**src/rtl/ifu_pkg.sv**
```systemverilog
// Shared types for the instruction fetch unit: buffer entry, FSM state, reset PC.
package ifu_pkg;

  localparam logic [31:0] PC_INIT_DEFAULT = 32'h0000_3000;

  typedef struct packed {
    logic [31:0] pc;
    logic [31:0] instr;
    logic        exc;
  } fetch_entry_t;

  typedef enum logic {
    RUN = 1'b0,
    ERR = 1'b1
  } state_t;

endpackage

```
**src/rtl/ifu_fifo.sv**
```systemverilog
// Fetch buffer: power-of-two FIFO of fetch entries with flush and a zeroed head when empty.
module ifu_fifo
  import ifu_pkg::*;
#(
  parameter int unsigned DEPTH = 2
) (
  input  logic                       clk,
  input  logic                       reset,
  input  logic                       push,
  input  logic                       pop,
  input  logic                       flush,
  input  fetch_entry_t               pushEntry,
  output logic [$clog2(DEPTH):0]     count,
  output logic                       headValid,
  output fetch_entry_t               head
);

  localparam int unsigned PTR_W = $clog2(DEPTH);
  localparam int unsigned CNT_W = PTR_W + 1;

  fetch_entry_t            mem [DEPTH];
  logic [PTR_W-1:0]        wrPtr;
  logic [PTR_W-1:0]        rdPtr;

  // Entry storage; contents are don't-care until counted as valid.
  always_ff @(posedge clk) begin
    if (push) begin
      mem[wrPtr] <= pushEntry;
    end
  end

  // Pointers and occupancy; flush empties the buffer including a same-cycle pop.
  always_ff @(posedge clk) begin
    if (reset || flush) begin
      wrPtr <= '0;
      rdPtr <= '0;
      count <= '0;
    end else begin
      if (push) begin
        wrPtr <= wrPtr + PTR_W'(1);
      end
      if (pop) begin
        rdPtr <= rdPtr + PTR_W'(1);
      end
      count <= count + CNT_W'(push) - CNT_W'(pop);
    end
  end

  assign headValid = (count != '0);
  assign head      = headValid ? mem[rdPtr] : '0;

endmodule

```
**src/rtl/ifu_ctrl.sv**
```systemverilog
// Instruction fetch control: PC sequencing, redirect handling, fetch buffer.
// Optional IFU_ADEL_EN: flags misaligned / out-of-IM fetch addresses and halts in ERR.
module ifu_ctrl
  import ifu_pkg::*;
#(
  parameter logic [31:0] PC_INIT  = PC_INIT_DEFAULT,
  parameter int unsigned IM_WORDS = 4096,
  parameter int unsigned DEPTH    = 2
) (
  input  logic        clk,
  input  logic        reset,
  output logic [31:0] im_pc,
  input  logic [31:0] im_instr,
  output logic        out_valid,
  input  logic        out_ready,
  output logic [31:0] out_pc,
  output logic [31:0] out_instr,
  output logic        out_exc,
  input  logic        redirect_valid,
  input  logic [31:0] redirect_pc
);

  localparam int unsigned CNT_W  = $clog2(DEPTH) + 1;
  localparam logic [32:0] PC_END = {1'b0, PC_INIT} + (33'(IM_WORDS) << 2);
`ifdef IFU_ADEL_EN
  localparam bit ADEL_EN = 1'b1;
`else
  localparam bit ADEL_EN = 1'b0;
`endif

  state_t             state;
  state_t             stateNext;
  logic [31:0]        pc;
  logic [31:0]        pcNext;
  logic               push;
  logic               pop;
  logic               pushSlot;
  logic               adel;
  logic               headValid;
  logic [CNT_W-1:0]   count;
  fetch_entry_t       pushEntry;
  fetch_entry_t       head;

  assign pop      = headValid && out_ready;
  assign pushSlot = (state == RUN) && !redirect_valid &&
                    ((count < CNT_W'(DEPTH)) || pop);
  assign adel     = ADEL_EN && ((pc[1:0] != 2'b00) || (pc < PC_INIT) ||
                                ({1'b0, pc} >= PC_END));

  // State and PC registers.
  always_ff @(posedge clk) begin
    if (reset) begin
      state <= RUN;
      pc    <= PC_INIT;
    end else begin
      state <= stateNext;
      pc    <= pcNext;
    end
  end

  // Next state: redirect always resumes fetching; a faulting fetch halts it.
  always_comb begin
    stateNext = state;
    if (redirect_valid) begin
      stateNext = RUN;
    end else if (pushSlot && adel) begin
      stateNext = ERR;
    end
  end

  // Push decision, pushed entry and next PC.
  always_comb begin
    push      = 1'b0;
    pushEntry = '0;
    pcNext    = pc;
    if (redirect_valid) begin
      pcNext = redirect_pc;
    end else if (pushSlot) begin
      push         = 1'b1;
      pushEntry.pc = pc;
      if (adel) begin
        pushEntry.exc = 1'b1;
      end else begin
        pushEntry.instr = im_instr;
        pcNext          = pc + 32'd4;
      end
    end
  end

  ifu_fifo #(
    .DEPTH (DEPTH)
  ) u_fifo (
    .clk       (clk),
    .reset     (reset),
    .push      (push),
    .pop       (pop),
    .flush     (redirect_valid),
    .pushEntry (pushEntry),
    .count     (count),
    .headValid (headValid),
    .head      (head)
  );

  assign im_pc     = pc;
  assign out_valid = headValid;
  assign out_pc    = head.pc;
  assign out_instr = head.instr;
  assign out_exc   = head.exc;

endmodule

```
**config.mk**
```make
export PLATFORM = sky130hd
export DESIGN_NAME = ifu_ctrl
export DESIGN_NICKNAME = d
export VERILOG_FILES = /design/src/rtl/ifu_pkg.sv /design/src/rtl/ifu_fifo.sv /design/src/rtl/ifu_ctrl.sv
export SDC_FILE = /design/constraint.sdc
export NUM_CORES = 1
export LEC_CHECK = 0
export ABC_AREA = 1
export CAP_MARGIN = 0
export CELL_PAD_IN_SITES_DETAIL_PLACEMENT = 1
export CELL_PAD_IN_SITES_GLOBAL_PLACEMENT = 1
export CORE_ASPECT_RATIO = 0.9
export CORE_UTILIZATION = 41
export CTS_CLUSTER_DIAMETER = 100
export CTS_CLUSTER_SIZE = 16
export DETAILED_ROUTE_END_ITERATION = 8
export PLACE_DENSITY = 0.92
export SLEW_MARGIN = 20
export SYNTH_ARGS = -nofsm -noshare
export SYNTH_HDL_FRONTEND = slang
export SYNTH_HIERARCHICAL = 1
export SYNTH_SLANG_ARGS = --single-unit
```
**constraint.sdc**
```tcl
create_clock -name clk -period 13.5 [get_ports clk]
set_input_delay 1.35 -clock clk [delete_from_list [all_inputs] [get_ports clk]]
set_output_delay 1.35 -clock clk [all_outputs]
set_load 0.1 [all_outputs]
```
### Yosys cells after proc, flatten, opt, wreduce, memory -nomap -nowiden

Memory sizes are Yosys's and may differ from the RTL's. A register that Yosys moved wholly into a read port is not among the register bits.
Index checks and enable logic that the tools add are counted.

* bits in writable memories: 130
* memories kept: 1
* bits in registers: 36
* output and inout port bits: 98
* logic and storage cells: 29

Memories
* u_fifo.mem: words 2, bits a word 65, read ports 1, clocked after memory_dff 1, write ports 1, line ifu_fifo.sv:21 `fetch_entry_t mem [DEPTH];`

* reduce and logical (&&, ||, !) cells: 7
* add/sub/neg operators: 5
* magnitude comparators: 1
* muxes and demuxes: 11

Operators with widths (number)
* $mux 65: 3
* $mux 32: 2
* $add 32x3->32 const B: 1
* $mux 1: 6
* $reduce_bool 2->1: 2
* $add 1x1->1 const B: 2
* $add 2x1->2: 1
* $logic_and 1x1->1: 2
* $logic_or 1x1->1: 2
* $lt 2x2->1 const B: 1
* $sub 2x1->2: 1
* $logic_not 1->1: 1

### Logic depth before layout (Yosys ltp)

* depth in word-level cells: 8
* depth in mapped cells: 15

### Modules after synthesis

Netlist, hierarchy kept.

By module, submodules not included
* ifu_fifo: area an instance 5111.2 um2, cells an instance 379, times used 1
* ifu_ctrl: area an instance 2646.3 um2, cells an instance 474, times used 1

### Least setup slack after synthesis

No wires, ideal clock.

* kind: reg2reg
* from: register u_fifo.count[1]
* to: memory u_fifo/mem[0][0] (netlist name) (enable)
* setup time: 0.490 ns
* required time: 13.010 ns
* path slack: 8.136 ns
* buffers on the path: 3
* period minus slack after synthesis: 5.364 ns
* stages on the path, launching flop included: 12
* arrival time: 4.874 ns
* path through: dfxtp_1 nor2_1 buf_4 buf_4 inv_1 nand2_1 nand2_1 nand2_1 inv_1 buf_4 inv_1 nor2_1

* word-level cells in the longest chain between the ends: 8
* elaborated cells on any way between the ends: 9
* classes of those cells: 1 x order compare; 4 x mux; 4 x reduce/logical

RTL lines
* from (decl): line ifu_fifo.sv:13 `output logic [$clog2(DEPTH):0] count,`
* from (signal assigned): line ifu_fifo.sv:45 `count <= count + CNT_W'(push) - CNT_W'(pop);`
* $reduce_bool 2->1: line ifu_fifo.sv:49 `assign headValid = (count != '0);`
* named net out_valid: line ifu_ctrl.sv:14 `output logic out_valid,`
* $logic_and 1x1->1: line ifu_ctrl.sv:44 `assign pop = headValid && out_ready;`
* $logic_or 1x1->1: line ifu_ctrl.sv:46 `((count < CNT_W'(DEPTH)) || pop);`
* $logic_and 1x1->1: line ifu_ctrl.sv:45 `assign pushSlot = (state == RUN) && !redirect_valid &&`
* $mux 1: line ifu_ctrl.sv:78 `end else if (pushSlot) begin`
* $mux 1: line ifu_ctrl.sv:76 `if (redirect_valid) begin`
* named net push: line ifu_ctrl.sv:35 `logic push;`
* $mux 1: line ifu_fifo.sv:27 `if (push) begin`
* $mux 1 (not written as such): line ifu_fifo.sv:28 `mem[wrPtr] <= pushEntry;`
* to (decl): line ifu_fifo.sv:21

The timed path passes the listed nets, and every way through them passes these cells.

==> flow_summary_export.csv <==
group,metric,value,unit
sta,rsz0062_at_grt,"false",
sta,fmaxAchievable,232,MHz
cts,ctsHoldBuffers,0,
sta,whs,0.552,ns
synthesis,synthArstFlopShare,0,%
grt,grt_pass1_wl,35500,um
synthesis,syn_inst,853,
power,power,0.00137,W
sta,worst_slew_pin_slew,1.02,ns
cts,cts_tree,"built",
place,port_buffers,165,
cts,clock_latency,0.42,ns
cts,numCtsBuffers,17,
layout,layout.nets,1077,
grt,grt_overflow,0,
synthesis,synth_cell_types,36,
sta,drv_slew,0,
drt,first_pass_iters,5,
place,gp_congestion,0.849,
cts,cts_setup_buffers,0,
sta,min_period_over_period,31.9,%
place,place_hpwl,15200,um
worst_hold_path,hold_path_class,"reg2reg",
cts,path_clk_slew,0.07,ns
drt,drc,0,
floorplanning,dieArea,19500,um^2
place,dp.cells,1231,
power,switchingPower,0.000440,W
grt,met3_usage,3.93,%
drt,routedWlPerCell,17.9,um
cts,cts-root-buf,"clkbuf_16",
outcome,outcome,"finished clean",
layout,area_growth,30.5,%
grt,grt_usage,23.7,%
power,p_sw_share,32.2,%
sta,setup_viol,0,
grt,use_met1,31.2,%
sta,post-route-min-period,4.31,ns
drt,drtIter0Drc,433,
sta,tns,0,ns
cts,cts_resized,0,
grt,use_met2,39.5,%
power,power_density,135,nW/um^2
flow_run,maxCapViolCount,0,
power,pwr-share-comb,21.8,%
synthesis,yosysSeqAreaShare,59.9,%
floorplanning,num_rows,47,
power,p_int,0.000928,W
floorplanning,start_util,42.0,%
grt,grt_antenna_before_repair,0,
floorplanning,die_y,132,um
cts,cts_sinks,167,
floorplanning,die_w,147,um
grt,grt_pass1_vias,6570,
synthesis,postSynthRegisterBits,167,
drt,finalWirelength,22600,um
power,pwr-share-seq,43.9,%
cts,cts_buffer_depth,2,
layout,n_antenna_cell,0,
worst_setup_path,worst_ep_required_time,12.15,ns
layout,drive_gt1_share,5.99,%
grt,grt_max_degree,76,
worst_setup_path,path_class,"reg2out",
floorplanning,io_pins,166,
sta,slew_headroom,31.7,%
drt,viasPerCell,5.09,
power,power.clock.fraction,34.3,%
sta,clock_skew,0.0114,ns
synthesis,synth_edf_count,130,
worst_setup_path,cp_max_fo,65,
grt,grt_busiest_layer,"met2",
synthesis,ys.warnings.count,6,
floorplanning,core,18500,um^2
drt,antenna_left,0,
layout,fin_cells,1264,
sta,hold_viol,0,
worst_setup_path,worstPathArrival,2.96,ns
worst_setup_path,start_kind,"register",
cts,cts_max_level,4,
synthesis,syn_avg_cell_area,9.09,um^2
layout,final_cell_mix,"nand2_1, clkdlybuf4s50_1, edfxtp_1, nor2_1, inv_1",
layout,final_common_cell,"nand2_1",
power,ir_worst_vdd,0.0000865,V
synthesis,synth_ff_type,"edfxtp_1",
drt,vias,6435,
worst_setup_path,worstSetupEndpointType,"output port",
power,p_leak,3.87,nW
synthesis,syn-cell-area,7760,um^2
==> power groups by stage <==
| stage | combinational (W) | clock, W | sequential (W) |
|---|---|---|---|
| finish | 0.000299 | 0.000469 | 0.000601 |
| global route | 0.000313 | 0.000497 | 0.000604 |
| CTS | 0.000298 | 0.000476 | 0.000601 |
| detailed placement | 0.000297 | 0 | 0.000611 |
| global placement | 0.000290 | 0 | 0.000610 |
| floorplan | 0.000173 | 0 | 0.000650 |
==> sequential cells by signal, summed over array words and instances (netlist names), named ones only <==
name	cells
u_fifo/mem	130
im_pc	32
u_fifo/count	2
u_fifo/rdPtr	1
u_fifo/wrPtr	1
==> stage by stage <==
stage          utilization [%]  cell area [um^2]  setup WS (ns)
6_report                  54.8             10100           9.19
5_1_grt                   54.8             10100           9.04
4_1_cts                   54.7             10100           9.12
3_5_place_dp              51.6              9530           8.72
3_3_place_gp              51.6              9530           8.82
2_1_floorplan                -              7760           8.14
==> routing by layer <==
layer  vias to the layer above  part of all wire [%]
met5                         -                     0
met4                         0                   1.9
li1                       3085                     -
met3                        35                   5.6
met2                       228                    49
met1                      3087                    43
==> cells in the mapped netlist, drive strengths merged, types with 3 or more instances <==
master	n	area [um^2]
a21oi	80	400
nor3	12	92.6
xor2	3	26.3
buf	33	231
nand4	7	43.8
edfxtp	130	3900
a31oi	9	56.3
nand3b	5	37.5
o21ai	30	150
dfxtp	37	741
clkbuf	6	22.5
ha	3	37.5
nor2	114	468
nand3	25	140
inv	106	398
nand2	243	922
==> kinds of logic (layout without fill, tap and decap cells) <==
logic type	Yosys count	count (layout)	share of synthesized area, %
and+or+nand+nor	407	407	22.2
buffers and inverters	145	310	8.40
AOI/OAI and AO/OA	126	126	8.53
adders and majority gates	3	3	0.484
xor gates and xnor gates	4	4	0.452
other	1	2	0.0483
DFF	167	167	59.9
==> worst max-delay path, stage by stage (launching register included) <==
cell	delay [ns]
dfxtp_2	0.35
buf_4	0.58
nand2_1	0.11
a21oi_1	0.30
clkdlybuf4s50_1	1.19
==> final timing paths <==
kind                                 startpoint           endpoint  slack (ns)  depth (start not counted)
worst min register to register         im_pc[0]           im_pc[0]        0.55                          2
worst min-delay path                   im_pc[0]           im_pc[0]        0.55                          2
worst max-delay path                   register         out_pc[16]        9.19                          4
worst max register to register  u_fifo/count[1]  u_fifo/mem[1][30]        9.89                         10
==> layout make-up <==
class,count,area (um^2)
fill,2121,8340
clock inverter,14,135
inverter,106,400
clock buffer,18,429
multi-input combinational,542,2480
tap,245,307
timing repair buffer,172,1720
sequential,167,4650
Power figures use the tool's default switching activity.
